===== src/rtl/emesh_axi_master_read_if.sv =====
// Local read request, AXI AR/R channels and local beat
// delivery bundled between the read master and its peers.
interface emesh_axi_master_read_if #(
    parameter int IDW = 12,
    parameter int AW  = 32,
    parameter int DW  = 32
);
    logic           req_valid;
    logic           req_ready;
    logic [AW-1:0]  req_addr;
    logic [7:0]     req_len;
    logic [2:0]     req_size;
    logic [1:0]     req_burst;
    logic [IDW-1:0] req_id;

    logic           m_axi_arvalid;
    logic           m_axi_arready;
    logic [AW-1:0]  m_axi_araddr;
    logic [7:0]     m_axi_arlen;
    logic [2:0]     m_axi_arsize;
    logic [1:0]     m_axi_arburst;
    logic [IDW-1:0] m_axi_arid;
    logic [3:0]     m_axi_arcache;
    logic [2:0]     m_axi_arprot;
    logic           m_axi_arlock;
    logic [3:0]     m_axi_arqos;

    logic           m_axi_rvalid;
    logic           m_axi_rready;
    logic [DW-1:0]  m_axi_rdata;
    logic [1:0]     m_axi_rresp;
    logic           m_axi_rlast;
    logic [IDW-1:0] m_axi_rid;

    logic           rd_valid;
    logic           rd_ready;
    logic [DW-1:0]  rd_data;
    logic [1:0]     rd_resp;
    logic           rd_last;

    logic           busy;
    logic           done;
    logic [2:0]     err;

    modport master (
        input  req_valid, req_addr, req_len, req_size, req_burst, req_id,
        output req_ready,
        output m_axi_arvalid, m_axi_araddr, m_axi_arlen, m_axi_arsize,
        output m_axi_arburst, m_axi_arid, m_axi_arcache, m_axi_arprot,
        output m_axi_arlock, m_axi_arqos,
        input  m_axi_arready,
        input  m_axi_rvalid, m_axi_rdata, m_axi_rresp, m_axi_rlast, m_axi_rid,
        output m_axi_rready,
        output rd_valid, rd_data, rd_resp, rd_last,
        input  rd_ready,
        output busy, done, err
    );

    modport slave (
        output req_valid, req_addr, req_len, req_size, req_burst, req_id,
        input  req_ready,
        input  m_axi_arvalid, m_axi_araddr, m_axi_arlen, m_axi_arsize,
        input  m_axi_arburst, m_axi_arid, m_axi_arcache, m_axi_arprot,
        input  m_axi_arlock, m_axi_arqos,
        output m_axi_arready,
        output m_axi_rvalid, m_axi_rdata, m_axi_rresp, m_axi_rlast, m_axi_rid,
        input  m_axi_rready,
        input  rd_valid, rd_data, rd_resp, rd_last,
        output rd_ready,
        input  busy, done, err
    );
endinterface


===== src/rtl/emesh_axi_master_read.sv =====
// Single-outstanding AXI read master: issues one AR, then
// forwards R beats through a one-entry skid register.
module emesh_axi_master_read #(
    parameter int IDW = 12,
    parameter int AW  = 32,
    parameter int DW  = 32
) (
    input logic clk,
    input logic rst,
    emesh_axi_master_read_if.master bus
);
    typedef enum logic [1:0] {IDLE, ADDR, DATA} state_t;

    state_t         state;
    logic [7:0]     beat_rem;
    logic           arvalid;
    logic [AW-1:0]  araddr;
    logic [7:0]     arlen;
    logic [2:0]     arsize;
    logic [1:0]     arburst;
    logic [IDW-1:0] arid;
    logic           rd_valid;
    logic [DW-1:0]  rd_data;
    logic [1:0]     rd_resp;
    logic           rd_last;
    logic           done;
    logic [2:0]     err;

    logic req_hs;
    logic r_hs;
    logic d_hs;
    logic rready;
    logic len_bad;

    assign req_hs  = bus.req_valid && (state == IDLE);
    assign rready  = (state == DATA) && (!rd_valid || bus.rd_ready);
    assign r_hs    = bus.m_axi_rvalid && rready;
    assign d_hs    = rd_valid && bus.rd_ready;
    assign len_bad = bus.m_axi_rlast ? (beat_rem != 8'd0) : (beat_rem == 8'd0);

    assign bus.req_ready     = (state == IDLE);
    assign bus.busy          = (state != IDLE);
    assign bus.m_axi_arvalid = arvalid;
    assign bus.m_axi_araddr  = araddr;
    assign bus.m_axi_arlen   = arlen;
    assign bus.m_axi_arsize  = arsize;
    assign bus.m_axi_arburst = arburst;
    assign bus.m_axi_arid    = arid;
    assign bus.m_axi_arcache = 4'b0011;
    assign bus.m_axi_arprot  = 3'b000;
    assign bus.m_axi_arlock  = 1'b0;
    assign bus.m_axi_arqos   = 4'b0000;
    assign bus.m_axi_rready  = rready;
    assign bus.rd_valid      = rd_valid;
    assign bus.rd_data       = rd_data;
    assign bus.rd_resp       = rd_resp;
    assign bus.rd_last       = rd_last;
    assign bus.done          = done;
    assign bus.err           = err;

    // Transaction FSM: AR issue, beat counting, sticky error flags.
    always_ff @(posedge clk or posedge rst) begin
        if (rst) begin
            state    <= IDLE;
            beat_rem <= '0;
            arvalid  <= 1'b0;
            araddr   <= '0;
            arlen    <= '0;
            arsize   <= '0;
            arburst  <= '0;
            arid     <= '0;
            done     <= 1'b0;
            err      <= '0;
        end else begin
            done <= 1'b0;
            unique case (state)
                IDLE: begin
                    if (req_hs) begin
                        araddr   <= bus.req_addr;
                        arlen    <= bus.req_len;
                        arsize   <= bus.req_size;
                        arburst  <= bus.req_burst;
                        arid     <= bus.req_id;
                        beat_rem <= bus.req_len;
                        err      <= '0;
                        arvalid  <= 1'b1;
                        state    <= ADDR;
                    end
                end
                ADDR: begin
                    if (bus.m_axi_arready) begin
                        arvalid <= 1'b0;
                        state   <= DATA;
                    end
                end
                DATA: begin
                    if (r_hs) begin
                        beat_rem <= beat_rem - 8'd1;
                        err[0]   <= err[0] | bus.m_axi_rresp[1];
                        err[1]   <= err[1] | (bus.m_axi_rid != arid);
                        err[2]   <= err[2] | len_bad;
                        if (bus.m_axi_rlast) begin
                            state <= IDLE;
                            done  <= 1'b1;
                        end
                    end
                end
                default: state <= IDLE;
            endcase
        end
    end

    // Output beat register: refill on R handshake, empty on local drain.
    always_ff @(posedge clk or posedge rst) begin
        if (rst) begin
            rd_valid <= 1'b0;
            rd_data  <= '0;
            rd_resp  <= '0;
            rd_last  <= 1'b0;
        end else if (r_hs) begin
            rd_valid <= 1'b1;
            rd_data  <= bus.m_axi_rdata;
            rd_resp  <= bus.m_axi_rresp;
            rd_last  <= bus.m_axi_rlast;
        end else if (d_hs) begin
            rd_valid <= 1'b0;
        end
    end
endmodule


===== src/flat_wrapper.sv =====
// flat-port wrapper written by rule: the top's interface ports become plain ports
module emesh_axi_master_read_flat 
#(
    parameter int IDW = 12,
    parameter int AW  = 32,
    parameter int DW  = 32
)
  (clk, rst, bus_req_valid, bus_req_addr, bus_req_len, bus_req_size, bus_req_burst, bus_req_id, bus_req_ready, bus_m_axi_arvalid, bus_m_axi_araddr, bus_m_axi_arlen, bus_m_axi_arsize, bus_m_axi_arburst, bus_m_axi_arid, bus_m_axi_arcache, bus_m_axi_arprot, bus_m_axi_arlock, bus_m_axi_arqos, bus_m_axi_arready, bus_m_axi_rvalid, bus_m_axi_rdata, bus_m_axi_rresp, bus_m_axi_rlast, bus_m_axi_rid, bus_m_axi_rready, bus_rd_valid, bus_rd_data, bus_rd_resp, bus_rd_last, bus_rd_ready, bus_busy, bus_done, bus_err);
  emesh_axi_master_read_if #(.IDW(IDW), .AW(AW), .DW(DW)) bus_i ();
  input logic clk;
  input logic rst;
  input wire logic [$bits(bus_i.req_valid)-1:0] bus_req_valid;
  input wire logic [$bits(bus_i.req_addr)-1:0] bus_req_addr;
  input wire logic [$bits(bus_i.req_len)-1:0] bus_req_len;
  input wire logic [$bits(bus_i.req_size)-1:0] bus_req_size;
  input wire logic [$bits(bus_i.req_burst)-1:0] bus_req_burst;
  input wire logic [$bits(bus_i.req_id)-1:0] bus_req_id;
  output wire logic [$bits(bus_i.req_ready)-1:0] bus_req_ready;
  output wire logic [$bits(bus_i.m_axi_arvalid)-1:0] bus_m_axi_arvalid;
  output wire logic [$bits(bus_i.m_axi_araddr)-1:0] bus_m_axi_araddr;
  output wire logic [$bits(bus_i.m_axi_arlen)-1:0] bus_m_axi_arlen;
  output wire logic [$bits(bus_i.m_axi_arsize)-1:0] bus_m_axi_arsize;
  output wire logic [$bits(bus_i.m_axi_arburst)-1:0] bus_m_axi_arburst;
  output wire logic [$bits(bus_i.m_axi_arid)-1:0] bus_m_axi_arid;
  output wire logic [$bits(bus_i.m_axi_arcache)-1:0] bus_m_axi_arcache;
  output wire logic [$bits(bus_i.m_axi_arprot)-1:0] bus_m_axi_arprot;
  output wire logic [$bits(bus_i.m_axi_arlock)-1:0] bus_m_axi_arlock;
  output wire logic [$bits(bus_i.m_axi_arqos)-1:0] bus_m_axi_arqos;
  input wire logic [$bits(bus_i.m_axi_arready)-1:0] bus_m_axi_arready;
  input wire logic [$bits(bus_i.m_axi_rvalid)-1:0] bus_m_axi_rvalid;
  input wire logic [$bits(bus_i.m_axi_rdata)-1:0] bus_m_axi_rdata;
  input wire logic [$bits(bus_i.m_axi_rresp)-1:0] bus_m_axi_rresp;
  input wire logic [$bits(bus_i.m_axi_rlast)-1:0] bus_m_axi_rlast;
  input wire logic [$bits(bus_i.m_axi_rid)-1:0] bus_m_axi_rid;
  output wire logic [$bits(bus_i.m_axi_rready)-1:0] bus_m_axi_rready;
  output wire logic [$bits(bus_i.rd_valid)-1:0] bus_rd_valid;
  output wire logic [$bits(bus_i.rd_data)-1:0] bus_rd_data;
  output wire logic [$bits(bus_i.rd_resp)-1:0] bus_rd_resp;
  output wire logic [$bits(bus_i.rd_last)-1:0] bus_rd_last;
  input wire logic [$bits(bus_i.rd_ready)-1:0] bus_rd_ready;
  output wire logic [$bits(bus_i.busy)-1:0] bus_busy;
  output wire logic [$bits(bus_i.done)-1:0] bus_done;
  output wire logic [$bits(bus_i.err)-1:0] bus_err;
  assign bus_i.req_valid = bus_req_valid;
  assign bus_i.req_addr = bus_req_addr;
  assign bus_i.req_len = bus_req_len;
  assign bus_i.req_size = bus_req_size;
  assign bus_i.req_burst = bus_req_burst;
  assign bus_i.req_id = bus_req_id;
  assign bus_req_ready = bus_i.req_ready;
  assign bus_m_axi_arvalid = bus_i.m_axi_arvalid;
  assign bus_m_axi_araddr = bus_i.m_axi_araddr;
  assign bus_m_axi_arlen = bus_i.m_axi_arlen;
  assign bus_m_axi_arsize = bus_i.m_axi_arsize;
  assign bus_m_axi_arburst = bus_i.m_axi_arburst;
  assign bus_m_axi_arid = bus_i.m_axi_arid;
  assign bus_m_axi_arcache = bus_i.m_axi_arcache;
  assign bus_m_axi_arprot = bus_i.m_axi_arprot;
  assign bus_m_axi_arlock = bus_i.m_axi_arlock;
  assign bus_m_axi_arqos = bus_i.m_axi_arqos;
  assign bus_i.m_axi_arready = bus_m_axi_arready;
  assign bus_i.m_axi_rvalid = bus_m_axi_rvalid;
  assign bus_i.m_axi_rdata = bus_m_axi_rdata;
  assign bus_i.m_axi_rresp = bus_m_axi_rresp;
  assign bus_i.m_axi_rlast = bus_m_axi_rlast;
  assign bus_i.m_axi_rid = bus_m_axi_rid;
  assign bus_m_axi_rready = bus_i.m_axi_rready;
  assign bus_rd_valid = bus_i.rd_valid;
  assign bus_rd_data = bus_i.rd_data;
  assign bus_rd_resp = bus_i.rd_resp;
  assign bus_rd_last = bus_i.rd_last;
  assign bus_i.rd_ready = bus_rd_ready;
  assign bus_busy = bus_i.busy;
  assign bus_done = bus_i.done;
  assign bus_err = bus_i.err;
  emesh_axi_master_read #(.IDW(IDW), .AW(AW), .DW(DW)) u_core (.clk(clk), .rst(rst), .bus(bus_i));
endmodule

===== config.mk =====
export PLATFORM = sky130hd
export DESIGN_NAME = emesh_axi_master_read_flat
export DESIGN_NICKNAME = d
export VERILOG_FILES = /design/src/rtl/emesh_axi_master_read_if.sv /design/src/rtl/emesh_axi_master_read.sv /design/src/flat_wrapper.sv
export SDC_FILE = /design/constraint.sdc
export NUM_CORES = 1
export LEC_CHECK = 0
export ABC_AREA = 1
export BUFFER_PORTS_ARGS = -buffer_cell sky130_fd_sc_hd__buf_4
export CAP_MARGIN = 20
export CORE_AREA = 5 5 88 123
export DETAILED_ROUTE_END_ITERATION = 6
export DIE_AREA = 0 0 93 128
export GPL_ROUTABILITY_DRIVEN = 0
export PLACE_DENSITY_LB_ADDON = 0.12
export SETUP_SLACK_MARGIN = 0.2
export SYNTH_ARGS = -nofsm -noshare
export SYNTH_HDL_FRONTEND = slang
export SYNTH_SLANG_ARGS = --single-unit

===== constraint.sdc =====
create_clock -name clk -period 5.65 [get_ports clk]
set_input_delay 0.2825 -clock clk [delete_from_list [all_inputs] [get_ports clk]]
set_output_delay 0.2825 -clock clk [all_outputs]
set_load 0.1 [all_outputs]

# Word level (Yosys, flattened, before mapping)
# Index checks and enable logic that the tools add are counted.
[op_classes]
n_mux = 20
n_eq_ne = 7
bitwise = 3
addsub = 1
reduce_logical = 17
[ops]
columns = ["operator", "count"]
rows = [
  ["two-way mux 8 bit", 2],
  ["case mux 8 bit (2 select lines)", 1],
  ["!= test 12 bit", 1],
  ["logical NOT 8 bit", 1],
  ["two-way mux 1 bit", 8],
  ["two-way mux 2 bit", 4],
  ["nonzero test 2 bit", 4],
  ["nonzero test 8 bit", 1],
  ["subtractor 8 x 1 -> 8 bit (second input constant)", 1],
  ["two-way mux 3 bit", 2],
  ["case mux 2 bit (3 select lines)", 1],
  ["case mux 3 bit (2 select lines)", 1],
  ["AND reduction 3 bit", 2],
  ["logical AND 1 bit", 4],
  ["!= test 2 x 1 -> 1 bit (second input constant)", 2],
  ["!= test 2 bit (second input constant)", 2],
  ["AND reduction 4 bit", 1],
  ["bitwise OR 1 bit", 3],
  ["== test 2 x 1 -> 1 bit (second input constant)", 1],
  ["== test 2 bit (second input constant)", 1],
  ["logical NOT 2 bit", 1],
  ["case mux 1 bit (2 select lines)", 1],
  ["AND reduction 2 bit", 1],
  ["logical NOT 1 bit", 1],
  ["logical OR 1 bit", 1],
]
[totals]
elab_cells = 62
inputBits = 110
output_inout_bits = 113
register_bits = 108

# Longest topological paths before layout
[depth]
ltp_word = 6
depth_mapped = 9
ltp_nobuf = 8

# Worst setup path after synthesis
# Ideal clock, no wire load.
[synth_path]
kind = "reg2reg"
startpoint = "reg u_core.state[0]"
endpoint = "reg u_core.araddr[0], in the netlist u_core.bus.m_axi_araddr[0]"
path_stages_with_launch = 9
slack_ps = 2314
setup_time_ps = 122
path_buffers = 2
t_arrival_ps = 3214
path_cell_list = "dfrtp_1 -> nor2_1 -> inv_2 -> nor2_8 -> inv_2 -> buf_4 -> buf_6 -> nand2_1 -> nand2_1"
[synth_between]
elab_chain_cells = 3
[synth_rtl]
columns = ["element", "line_no", "text"]
rows = [
  ["start, declared", "emesh_axi_master_read.sv:14", "state_t state;"],
  ["start signal, assigned", "emesh_axi_master_read.sv:64", "state <= IDLE;"],
  ["start signal, assigned", "emesh_axi_master_read.sv:87", "state <= ADDR;"],
  ["start signal, assigned", "emesh_axi_master_read.sv:93", "state <= DATA;"],
  ["logical NOT 2 bit *", "n/a", ""],
  ["named net bus_req_ready", "flat_wrapper.sv:18", "output wire logic [$bits(bus_i.req_ready)-1:0] bus_req_ready;"],
  ["logical AND 1 bit", "emesh_axi_master_read.sv:35", "assign req_hs = bus.req_valid && (state == IDLE);"],
  ["AND reduction 2 bit (no line) *", "n/a", ""],
  ["end signal, assigned", "emesh_axi_master_read.sv:79", "araddr <= bus.req_addr;"],
  ["end, declared", "emesh_axi_master_read.sv:17", "logic [AW-1:0] araddr;"],
]
# Mark *: on every way through the listed nets, which the timed path passes. The rest lies on a longest branch.
# A chain may end at the register's enable or synchronous reset.

# Final worst setup path
[layout_path]
startpoint = "reg u_core.state[1]"
endpoint = "reg u_core.beat_rem[2]"
[layout_between]
elab_chain_cells = 5
word_cells_on_any_way = 10
cone_classes = "eq/ne (3); mux (1); reduce/logical (6)"
[layout_rtl]
columns = ["element", "line_no", "text"]
rows = [
  ["== test 2 bit", "emesh_axi_master_read.sv:36, emesh_axi_master_read.sv:76", ""],
  ["logical AND 1 bit", "emesh_axi_master_read.sv:36", "assign rready = (state == DATA) && (!rd_valid || bus.rd_ready);"],
  ["logical AND 1 bit", "emesh_axi_master_read.sv:37", "assign r_hs = bus.m_axi_rvalid && rready;"],
  ["!= test 2 x 1 -> 1 bit (no line)", "n/a", ""],
  ["AND reduction 3 bit (no line)", "n/a", ""],
  ["end signal, assigned", "emesh_axi_master_read.sv:84", "beat_rem <= bus.req_len;"],
  ["end signal, assigned", "emesh_axi_master_read.sv:98", "beat_rem <= beat_rem - 8'd1;"],
  ["end, declared", "emesh_axi_master_read.sv:15", "logic [7:0] beat_rem;"],
]
# Several ways; a longest one is shown, not always the timed one.

==> run summary <==
Seq/Total Area, Yosys: 58.0%
Vias post-DR: 3900
Clock skew: 0.00291 ns
Starting Density: 48.2%
Final setup fails: 0
Most common cell in the synthesized netlist: nand2_1
Port buffer count: 210
Die area: 11900 µm²
WL final: 11800 µm
Crit-path max FO: 40
Area Overhead vs Synth: 39.8%
TritonCTS buffer count: 9
Setup Total Neg Slack: 0 ns
Post-Route M1 WL: 4360 µm
Die X: 93 µm
Setup Buffers After CTS: 0
Initial antenna violation count: 0
Clk_lat worst skew: 0.34 ns
Leading area contributor after synthesis: dfrtp_1
Post-DP HPWL: 8910 µm
R2r endpoint: u_core.beat_rem[2]
Outcome: complete, no violations
CP arrival: 2.88 ns
Worst min path class: in2reg
Crit path kind: reg2reg
Synth top cells by count: nand2_1 (207), dfrtp_1 (108), inv_1 (39)
Largest cells by area after synthesis: dfrtp_1 (58%), nand2_1 (17%), mux2_2 (8.0%)
Placeable Area: 9680 µm²
Final slew viol count: 0
Worst slew pin tran: 0.953 ns
Clock transition at path regs: 0.07 ns
Synth cell types: 25
Clock Tree Root: clkbuf_16
1st-iter DRT viols: 220
Routed Antenna Nets: 0
Met2 routed WL: 6220 µm
Wire length of the first global-routing pass: 18900 µm
Worst slack at placement: 3.03 ns
Worst slew margin: 36.4%
Chip Height: 128 µm
Hold_ws: 0.129 ns
H-tree Lvls: 3
Reg2reg path depth: 8
Clock sink count: 108
NumNets Final: 810
Capture point of the worst path: u_core.beat_rem[2]
FF-to-FF Start: u_core.state[1]
Mapped Area: 4660 µm²
CTS tree: yes
Synth Warn #: 0
Antenna diodes: 0
# rows: 43
Crit path required time: 5.92 ns
Post-Syn Area per Cell: 9.42 µm²
Largest net degree at the start of global routing: 72
Post-synth EDFFs: 0
Vias per cell: 4.79
Gr usage total: 20.0%
Critical path launch point type: flip-flop
Grt ovf: 0
Final hold violations: 0
Final Cycle Share: 46.2%
IO Count: 223
Cells after Synth: 495
Wire per inst: 14.5 µm
Critical Path End Type: flip-flop
DRC: 0
Proportion of layout cells with a drive suffix above 1: 37.9%
CTS Buffer Depth: 2
Fin crit period: 2.61 ns
Top-area cell type share of the netlist area: 58.0%
Fill cells: 803
Worst R2R Setup Slack: 3.04 ns
Number of global-route vias before repair: 4006
Pre-antenna DRT Iters: 6
FF+latch count, synth: 108
Async SR Flop Fraction: 100%
Ys flop type: dfrtp_1
Critical path origin: u_core.state[1]
Max frequency: 383 MHz
Met3 wire len: 948 µm
RSZ-0062 raised after global routing: false
Highest Signal Layer: met4
Setup WS post-layout: 3.04 ns
Max Cap Viol: 0
worst max-delay path: stages, from the launching register on:
cell and delay [ns]:
dfrtp_1 0.39, inv_1 0.11, nor2_4 0.26, nand3_2 0.79, nand2_1 0.35, nand3_2 0.16, inv_2 0.22, o21ai_0 0.12
a21oi_1 0.13
registers in the layout (all words and copies together), names as in the netlist:
signal	cells
u_core.bus.m_axi_arid	12
u_core.bus.rd_valid	1
u_core.bus.rd_last	1
u_core.bus.rd_data	32
u_core.bus.err	3
u_core.bus.done	1
u_core.bus.m_axi_arsize	3
u_core.bus.m_axi_arburst	2
u_core.bus.m_axi_arlen	8
u_core.state	2
u_core.beat_rem	8
u_core.bus.m_axi_arvalid	1
u_core.bus.rd_resp	2
u_core.bus.m_axi_araddr	32
metal layers:
| metal | GRT usage, % | up-vias |
|---|---|---|
| li1 | - | 1908 |
| met1 | 22.6 | 1821 |
| met2 | 35.0 | 151 |
| met3 | 5.81 | 20 |
| met4 | 8.37 | 0 |
| met5 | 0 | - |
per-stage QoR:
| stage | instances | util [%] | area [µm²] |
|---|---|---|---|
| after floorplan | 505 | - | 4700 |
| after global placement | 798 | 64.1 | 6200 |
| after detailed placement | 798 | 64.1 | 6200 |
| after CTS | 814 | 67.3 | 6520 |
| after global routing | 814 | 67.3 | 6520 |
| final | 814 | 67.3 | 6520 |
how the worst min path moves through the flow:
stage                      start                    end  depth (start not counted)
6_report       bus_m_axi_arready        u_core.state[0]                          2
5_1_grt        bus_m_axi_arready        u_core.state[0]                          2
4_1_cts        bus_m_axi_arready        u_core.state[0]                          2
3_5_place_dp                 rst  u_core.bus.rd_data[8]                          2
3_3_place_gp                 rst  u_core.bus.rd_data[8]                          2
2_1_floorplan  bus_m_axi_arready        u_core.state[0]                          1
area by class of cell:
cell class	count	area [µm²]	area share, %
clock buffers	10	229	3.51
clock inverters	5	77.6	1.19
inverters	42	160	2.46
multi-input cells	325	1620	24.8
flip-flops and latches	108	2700	41.5
well taps	112	140	2.15
repair buffers	212	1590	24.4
timing repair:
item,4_1_cts,5_1_grt
hold endpoints to repair,37,0
hold buffers,1,0
resized for setup,0,0
kinds of logic after synthesis:
| kind of cell | count (synthesis) | synth area share [%] |
|---|---|---|
| simple gates | 233 | 19.8 |
| flops | 108 | 58.0 |
| buf+inv | 72 | 8.18 |
| compound gates | 42 | 4.80 |
| mux | 33 | 7.97 |
| xor+xnor | 3 | 0.564 |
| fa+ha+maj | 2 | 0.537 |
| other cells | 2 | 0.161 |
cell usage in the layout, fill, tap and decap left out, drive strengths merged, types with 3 or more instances in the layout:
| master | netlist | layout |
|---|---|---|
| nand2 | 207 | 207 |
| conb | 2 | 12 |
| inv | 42 | 42 |
| clkbuf | 1 | 10 |
| dfrtp | 108 | 108 |
| o211ai | 3 | 3 |
| mux2 | 33 | 33 |
| o21ai | 28 | 28 |
| nor2 | 16 | 16 |
| xnor2 | 3 | 3 |
| a21oi | 8 | 8 |
| nand3 | 8 | 8 |
| buf | 29 | 211 |
Power is left out: the tool's default activity adds up to more than one toggle a clock period on the data nets, which glitch-free logic cannot reach.
